**config.mk**
```make
export PLATFORM = sky130hd
export DESIGN_NAME = seg7_reader
export DESIGN_NICKNAME = d
export VERILOG_FILES = /design/src/rtl/seg7_reader.sv
export SDC_FILE = /design/constraint.sdc
export NUM_CORES = 1
export LEC_CHECK = 0
export ABC_AREA = 1
export BUFFER_PORTS_ARGS = -buffer_cell sky130_fd_sc_hd__buf_2
export CORE_MARGIN = 5
export CORE_UTILIZATION = 50
export CTS_CLUSTER_DIAMETER = 120
export DETAILED_ROUTE_END_ITERATION = 10
export HOLD_SLACK_MARGIN = 0.15
export PLACE_DENSITY_LB_ADDON = 0.25
export SLEW_MARGIN = 25
export SYNTH_ARGS = -nofsm -noshare
export SYNTH_HDL_FRONTEND = slang
export SYNTH_SLANG_ARGS = --single-unit
```
**constraint.sdc**
```tcl
create_clock -name clk -period 3.1 [get_ports clk]
set_input_delay 0.465 -clock clk [delete_from_list [all_inputs] [get_ports clk]]
set_output_delay 0.465 -clock clk [all_outputs]
set_load 0.005 [all_outputs]
```
**src/rtl/seg7_reader.sv**
```systemverilog
// seg7_reader: samples a multiplexed, active-low 7-segment display bus and
// assembles the decoded digits into one output word.
//
// Ports:
//   clk        - clock; all state updates on the rising edge
//   rst        - synchronous, active-high reset
//   seg_n      - active-low segment lines, bit0=a .. bit6=g
//   dig_sel    - digit strobe; bit i selects digit i, valid only when one-hot
//   out_valid  - an assembled word is held on out_value/digit_err
//   out_ready  - consumer accepts the current word
//   out_value  - decoded nibbles, digit i in bits [4i+3:4i]
//   digit_err  - bit i set when digit i carried an undecodable pattern
//   out_err    - OR of digit_err (combinational from the registered bits)
module seg7_reader #(
    parameter int unsigned STABLE_CYCLES = 4,
    parameter int unsigned NDIG          = 4
) (
    input  logic                clk,
    input  logic                rst,
    input  logic [6:0]          seg_n,
    input  logic [NDIG-1:0]     dig_sel,
    output logic                out_valid,
    input  logic                out_ready,
    output logic [4*NDIG-1:0]   out_value,
    output logic [NDIG-1:0]     digit_err,
    output logic                out_err
);

    localparam int unsigned CNT_W = 8;
    localparam logic [CNT_W-1:0] CNT_MAX = CNT_W'(STABLE_CYCLES - 1);
    localparam logic [CNT_W-1:0] CNT_PRE = CNT_W'(STABLE_CYCLES - 2);

    typedef enum logic {
        ST_EMPTY = 1'b0,
        ST_FULL  = 1'b1
    } state_t;

    // Sampled bus and stability tracking
    logic [6:0]        r_seg_n;
    logic [NDIG-1:0]   r_dig_sel;
    logic [CNT_W-1:0]  r_cnt;

    // Collection slots for the word being assembled
    logic [4*NDIG-1:0] r_slot_val;
    logic [NDIG-1:0]   r_slot_err;
    logic [NDIG-1:0]   r_flags;

    // Output side
    state_t            r_state;
    logic              r_out_valid;
    logic [4*NDIG-1:0] r_out_value;
    logic [NDIG-1:0]   r_digit_err;

    logic              w_onehot;
    logic              w_match;
    logic              w_capture;
    logic [CNT_W-1:0]  w_cnt_next;
    logic [NDIG-1:0]   w_set;
    logic              w_all;
    logic              w_load;
    state_t            w_state_next;
    logic [3:0]        w_nib;
    logic              w_bad;

    assign w_onehot = $onehot(dig_sel);
    assign w_match  = (seg_n == r_seg_n) && (dig_sel == r_dig_sel);

    // Stability counter: clears on any change or non-one-hot strobe, saturates
    always_comb begin
        w_cnt_next = r_cnt;
        if (!w_onehot || !w_match) begin
            w_cnt_next = '0;
        end else if (r_cnt != CNT_MAX) begin
            w_cnt_next = r_cnt + CNT_W'(1);
        end
    end

    // Fires only on the step into CNT_MAX, so a long stable run captures once
    assign w_capture = w_onehot && w_match && (r_cnt == CNT_PRE);
    assign w_set     = w_capture ? dig_sel : '0;
    assign w_all     = &r_flags;

    // Segment decode; anything outside the hex glyph set is an error
    always_comb begin
        w_nib = 4'h0;
        w_bad = 1'b0;
        case (~seg_n)
            7'h3F: w_nib = 4'h0;
            7'h06: w_nib = 4'h1;
            7'h5B: w_nib = 4'h2;
            7'h4F: w_nib = 4'h3;
            7'h66: w_nib = 4'h4;
            7'h6D: w_nib = 4'h5;
            7'h7D: w_nib = 4'h6;
            7'h07: w_nib = 4'h7;
            7'h7F: w_nib = 4'h8;
            7'h6F: w_nib = 4'h9;
            7'h77: w_nib = 4'hA;
            7'h7C: w_nib = 4'hB;
            7'h39: w_nib = 4'hC;
            7'h5E: w_nib = 4'hD;
            7'h79: w_nib = 4'hE;
            7'h71: w_nib = 4'hF;
            default: w_bad = 1'b1;
        endcase
    end

    // Input sampling and stability counter
    always_ff @(posedge clk) begin
        if (rst) begin
            r_seg_n   <= 7'h7F;
            r_dig_sel <= '0;
            r_cnt     <= '0;
        end else begin
            r_seg_n   <= seg_n;
            r_dig_sel <= dig_sel;
            r_cnt     <= w_cnt_next;
        end
    end

    // Collection slots; a capture on a load edge sets its flag after the clear
    always_ff @(posedge clk) begin
        if (rst) begin
            r_slot_val <= '0;
            r_slot_err <= '0;
            r_flags    <= '0;
        end else begin
            r_flags <= (w_load ? '0 : r_flags) | w_set;
            for (int i = 0; i < int'(NDIG); i++) begin
                if (w_set[i]) begin
                    r_slot_val[4*i +: 4] <= w_nib;
                    r_slot_err[i]        <= w_bad;
                end
            end
        end
    end

    // Output FSM next-state; load whenever a complete set can be accepted
    always_comb begin
        w_state_next = r_state;
        w_load       = 1'b0;
        case (r_state)
            ST_EMPTY: begin
                if (w_all) begin
                    w_load       = 1'b1;
                    w_state_next = ST_FULL;
                end
            end
            ST_FULL: begin
                if (out_ready) begin
                    if (w_all) begin
                        w_load       = 1'b1;
                        w_state_next = ST_FULL;
                    end else begin
                        w_state_next = ST_EMPTY;
                    end
                end
            end
            default: w_state_next = ST_EMPTY;
        endcase
    end

    // Output FSM state register
    always_ff @(posedge clk) begin
        if (rst) begin
            r_state <= ST_EMPTY;
        end else begin
            r_state <= w_state_next;
        end
    end

    // Output word registers
    always_ff @(posedge clk) begin
        if (rst) begin
            r_out_valid <= 1'b0;
            r_out_value <= '0;
            r_digit_err <= '0;
        end else begin
            r_out_valid <= (w_state_next == ST_FULL);
            if (w_load) begin
                r_out_value <= r_slot_val;
                r_digit_err <= r_slot_err;
            end
        end
    end

    assign out_valid = r_out_valid;
    assign out_value = r_out_value;
    assign digit_err = r_digit_err;
    assign out_err   = |r_digit_err;

endmodule

```
Word-level counts from Yosys, hierarchy flattened. Cells that the tools add are included.

Flip-flop bits (word level): 64. Input bits: 14. Output and inout port bits: 22. Word-level logic and storage cells: 62.

$add $sub $neg: 4. Eq/ne operators: 21. Mux-type cells: 9. Bitwise logic cells: 3. Reduce and logical (&&, ||, !) cells: 10.

Operators with widths (count): 7-bit equality test (second input constant) (12); 4-bit one-hot mux with 15 select lines (1); 16-bit OR reduction (1); 7-bit by 3-bit equality test with 1-bit output (second input constant) (2); 7-bit by 6-bit equality test with 1-bit output (second input constant) (2); 8-bit by 1-bit adder with 8-bit output (second input constant) (1); 8-bit by 2-bit equality test with 1-bit output (second input constant) (1); 4-bit 2-to-1 mux (2); 8-bit by 2-bit inequality test with 1-bit output (second input constant) (1); 7-bit equality test (1); 7-bit inverter (1); 1-bit by 1-bit adder with 2-bit output (2); 4-bit equality test (1); 1-bit 2-to-1 mux (4); 4-bit bitwise OR (1); 1-bit one-hot mux with 2 select lines (2); 4-bit AND reduction (1); 4-bit OR reduction (1); 2-bit by 2-bit adder with 3-bit output (1); 3-bit by 1-bit equality test with 1-bit output (second input constant) (1); 1-bit logical AND (3); 1-bit zero test (2); 2-bit OR reduction (1); 1-bit logical OR (1); 1-bit inverter (1).

Logic depth before layout (Yosys ltp).
Depth after elaboration: 7. Mapped depth: 15. Mapped depth without buffers: 14.

Worst setup path after synthesis. No wires, ideal clock.

Kind: input to register. Start: input port dig_sel[0]. End: register r_slot_val[0]. Library setup time: 113 ps. Arrival: 2355 ps. Data required time: 2987 ps. Path slack: 632 ps. Stages on the path: 14. Path buffers: 1. Cells stage by stage: inv_1 fa_1 inv_1 ha_1 ha_1 inv_1 nand3_1 nor2_1 nand2_1 nor2_4 nand4_2 buf_6 nor2_1 nor2_1.

Word-level cells in the longest chain between the ends: 6. Elaborated cells between the ends (all ways): 8. Classes of those cells: 2 x add/sub; 2 x eq/ne; 1 x mux; 3 x reduce/logical.

RTL lines: start, declared (line 21) `input logic [NDIG-1:0] dig_sel,`; 1-bit by 1-bit adder with 2-bit output (implied by the code) (line 65) `assign w_onehot = $onehot(dig_sel);`; 2-bit by 2-bit adder with 3-bit output (implied by the code) (line 65); 3-bit by 1-bit equality test with 1-bit output (line 65); 1-bit logical AND (2 in a row) (line 79) `assign w_capture = w_onehot && w_match && (r_cnt == CNT_PRE);`; 4-bit 2-to-1 mux * (line 80) `assign w_set = w_capture ? dig_sel : '0;`; end signal, assigned by index (line 131) `r_slot_val[4*i +: 4] <= w_nib;`; end, declared (line 44) `logic [4*NDIG-1:0] r_slot_val;`.

Every way passes the cells marked *; elsewhere a longest branch is shown, timed or not. A chain may end at the register's enable or synchronous reset.

Worst setup path after layout.
Start: input port dig_sel[0]. End: register r_slot_err[3].

Word-level cells in the longest chain between the ends: 6. Elaborated cells between the ends (all ways): 8. Classes of those cells: 2 x add/sub; 2 x eq/ne; 1 x mux; 3 x reduce/logical.

RTL lines: 1-bit by 1-bit adder with 2-bit output (implied by the code) (line 65); 2-bit by 2-bit adder with 3-bit output (implied by the code) (line 65); 3-bit by 1-bit equality test with 1-bit output (line 65); 1-bit logical AND * (2 in a row) (line 79); 4-bit 2-to-1 mux * (line 80); end signal, assigned by index (line 132) `r_slot_err[i] <= w_bad;`; end, declared (line 45) `logic [NDIG-1:0] r_slot_err;`.

Marked as above.

==> run summary <==
DIE AREA = 0.007486 mm2
Mapped Cells = 424
register bit total from synthesis = 64
Initial DRT Pass Iterations = 4
leading area contributor after synthesis = dfxtp_1
crit path capture = r_slot_err[3]$_SDFFE_PP0P_
Synth Warn # = 0
Worst Hold Class = input port to register
fin crit share = 81.36%
RSZ-0062 raised after global routing = false
Crit Path Class = input port to register
Post-Synth XOR/XNOR Area = 2.393%
final hold violation count = 0
Post-synth top cells = nand2_1 (104), nor2_1 (82), dfxtp_1 (64)
fin util = 58.97%
reg2reg end = r_cnt[6]$_SDFFE_PP0P_
largest net degree at the start of global routing = 42
Worst setup EP type = register
drt wl/cell = 11.55 um
R2R Setup Slk = 1.31 ns
worst setup path startpoint = dig_sel[0]
vias in the first global route = 2423
Num CTS Buffers = 9
Synth Area in Adders = 2.393%
clk_lat worst skew = 0.33 ns
Synth async-reset ratio = 0%
FF-to-FF path depth = 6
nets = 478
gr ovfl total = 0
Synth top area share = 43.76%
reg2reg start = r_cnt[1]$_SDFFE_PP0P_
top-level I/O count = 36
initial antenna violation count = 0
worst hold slack = 0.3974 ns
share of the yosys chip area belonging to registers = 43.76%
fin. max-slew vios = 0
Syn-to-layout area delta = 12.95%
# resized after CTS = 0
CTS tree = done
ANT nets after route = 0
setup repair bufs after CTS = 0
Bufs on Longest Clock Path = 2
largest family of logic cells by synthesized area = simple AND/OR/NAND/NOR gates
Slew headroom = 59.28%
first-pass GRT wire length = 10830 um
Synth Area in Compound Gates = 9.145%
worst clock skew = 0.005346 ns
startpoint types = input port
Worst VDD drop = 0.2807 mV
Netlist Area Pre-Place = 0.002928 mm2
EDFF count, synth = 0
Fmax achieved = 396.5 MHz
Root Driver = clkbuf_8
leakage = 1.711 nW
n_diodes = 0
synth unique cells = 25
top cells by area, synth = dfxtp_1 (44%), nand2_1 (13%), nor2_1 (11%)
Pwr per Cell Area = 475.7 mW/mm2
crit-path max FO = 11
Synth Area in Simple Gates = 31.92%
placed cell areas = 0.003133 mm2
Rows = 27
TNS Setup = 0 ns
vias after detailed routing = 2590
Sink Count = 64
DPL Wire Length = 4458 um
cell chain of the critical path = buf_2, inv_1, fa_1, inv_1, ha_1, ha_1, inv_1, nand3_1, nor2_1, nand2_1, nor2_4, nand4_2, nor2_1, nor2_1
Worst-Margin Slew = 0.6052 ns
Primary FF master, synth = dfxtp_1
Clock Pin Slew Worst Setup and Hold Paths = 0.07 ns
Mean Syn Cell Area = 6.905 um2
gpl congestion = 0.9133
Data arrival, critical path = 2.75 ns
Crit-path slowest cell = fa_1
Initial Util = 52.21%
final wirelength = 6190 um
number of remaining DRC errors = 0
quantity of hold-fixing buffers added after cts = 0
share of layout cells above drive strength 1 = 14.01%
final worst path period need = 2.522 ns
Largest delay share family, worst path = simple AND/OR/NAND/NOR gates
Final setup viols = 0
mux cell area share after synthesis = 0%
top-count cell post-synth = nand2_1
worst path required time = 3.32 ns
total of max-cap violations = 0
width of the die = 86.52 um
outcome = complete, no violations
PortBufs = 35
initial DRC count = 144
Syn Nets = 443
final instance area = 0.003307 mm2
vias per cell = 4.832
depth of the CTS H-tree = 3
Crit. path cell count = 14
Max stage delay on crit path = 0.53 ns
Core Region = 0.005608 mm2
Tot GR Track Use = 18.00%
die span in y = 86.52 um
Buf+Inv Stages, Crit Path = 4
==> cell usage in the layout, fill, tap and decap left out <==
master	instances
fa_1	1
nand2_1	104
nor2_1	82
nand2_2	1
a21oi_1	27
a21oi_2	1
ha_1	4
clkinvlp_4	3
or4_1	1
clkinv_2	2
dfxtp_1	64
clkbuf_8	10
a31oi_1	1
nand4_1	9
nand4_2	4
o21ai_0	23
xor2_1	2
clkbuf_1	1
nor2_2	3
nand3_1	16
nor2_4	1
inv_1	56
xnor2_1	6
inv_2	2
o22ai_1	1
nor4_1	1
buf_4	3
buf_2	35
==> report_power, final <==
group	internal, mW	total [mW]	switching, mW
Clock	0.309	0.638	0.329
Combinational	0.0327	0.102	0.0691
Sequential	0.829	0.833	0.00345
==> tightest hold or removal path, delay by kind of cell <==
kind / cells / cell delay, ns
and+or+nand+nor: 1 / 0.05
buffers and inverters: 2 / 0.19
==> metal layers <==
metal,vias to the layer above,wire length [um],GRT usage [%]
met1,1144,3122,24.68
li1,1387,-,-
met3,7,285,3.612
met4,0,68,6.799
met5,-,0,0
met2,52,2713,27.89
==> layout make-up <==
| class | count | area [um2] |
|---|---|---|
| clock buffers | 11 | 141.4 |
| clock inverters | 5 | 32.53 |
| fillers | 542 | 2301 |
| inverters | 58 | 217.7 |
| multi-input cells | 288 | 1346 |
| flip-flops and latches | 64 | 1281 |
| well taps | 72 | 90.09 |
| repair buffers | 38 | 197.7 |
==> stage by stage <==
stage | instances | setup WS, ns | total power [mW]
after floorplan | 424 | 0.6323 | 0.9201
after global placement | 520 | 0.2601 | 0.9519
after detailed placement | 520 | 0.2217 | 0.9534
after CTS | 536 | 0.5791 | 1.583
after global routing | 536 | 0.3838 | 1.641
final | 536 | 0.5777 | 1.573
==> sequential cells by signal (all words and copies together), names as in the netlist <==
register,flops
r_slot_err,4
digit_err,4
out_value,16
r_flags,4
r_dig_sel,4
r_seg_n,7
out_valid,1
r_cnt,8
r_slot_val,16
==> worst min path at each step <==
stage                                from                        end  slack [ns]  depth (start not counted)
2_1_floorplan  r_slot_err[3]$_SDFFE_PP0P_  digit_err[3]$_SDFFE_PP0P_        0.43                          2
3_3_place_gp   r_slot_err[3]$_SDFFE_PP0P_  digit_err[3]$_SDFFE_PP0P_        0.44                          2
3_5_place_dp   r_slot_val[3]$_SDFFE_PP0P_  out_value[3]$_SDFFE_PP0P_        0.44                          2
4_1_cts                          seg_n[0]      r_seg_n[0]$_SDFF_PP1_        0.39                          3
5_1_grt                          seg_n[0]      r_seg_n[0]$_SDFF_PP1_        0.41                          3
6_report                         seg_n[0]      r_seg_n[0]$_SDFF_PP1_        0.40                          3
==> kinds of logic (layout without fill, tap and decap cells) <==
logic type      after synthesis  in the layout
buf+inv                      72            112
fa+ha+maj                     5              5
flops                        64             64
compound gates               53             53
xor+xnor                      8              8
simple gates                222            222
No activity file was read; power rests on OpenSTA's default activity.
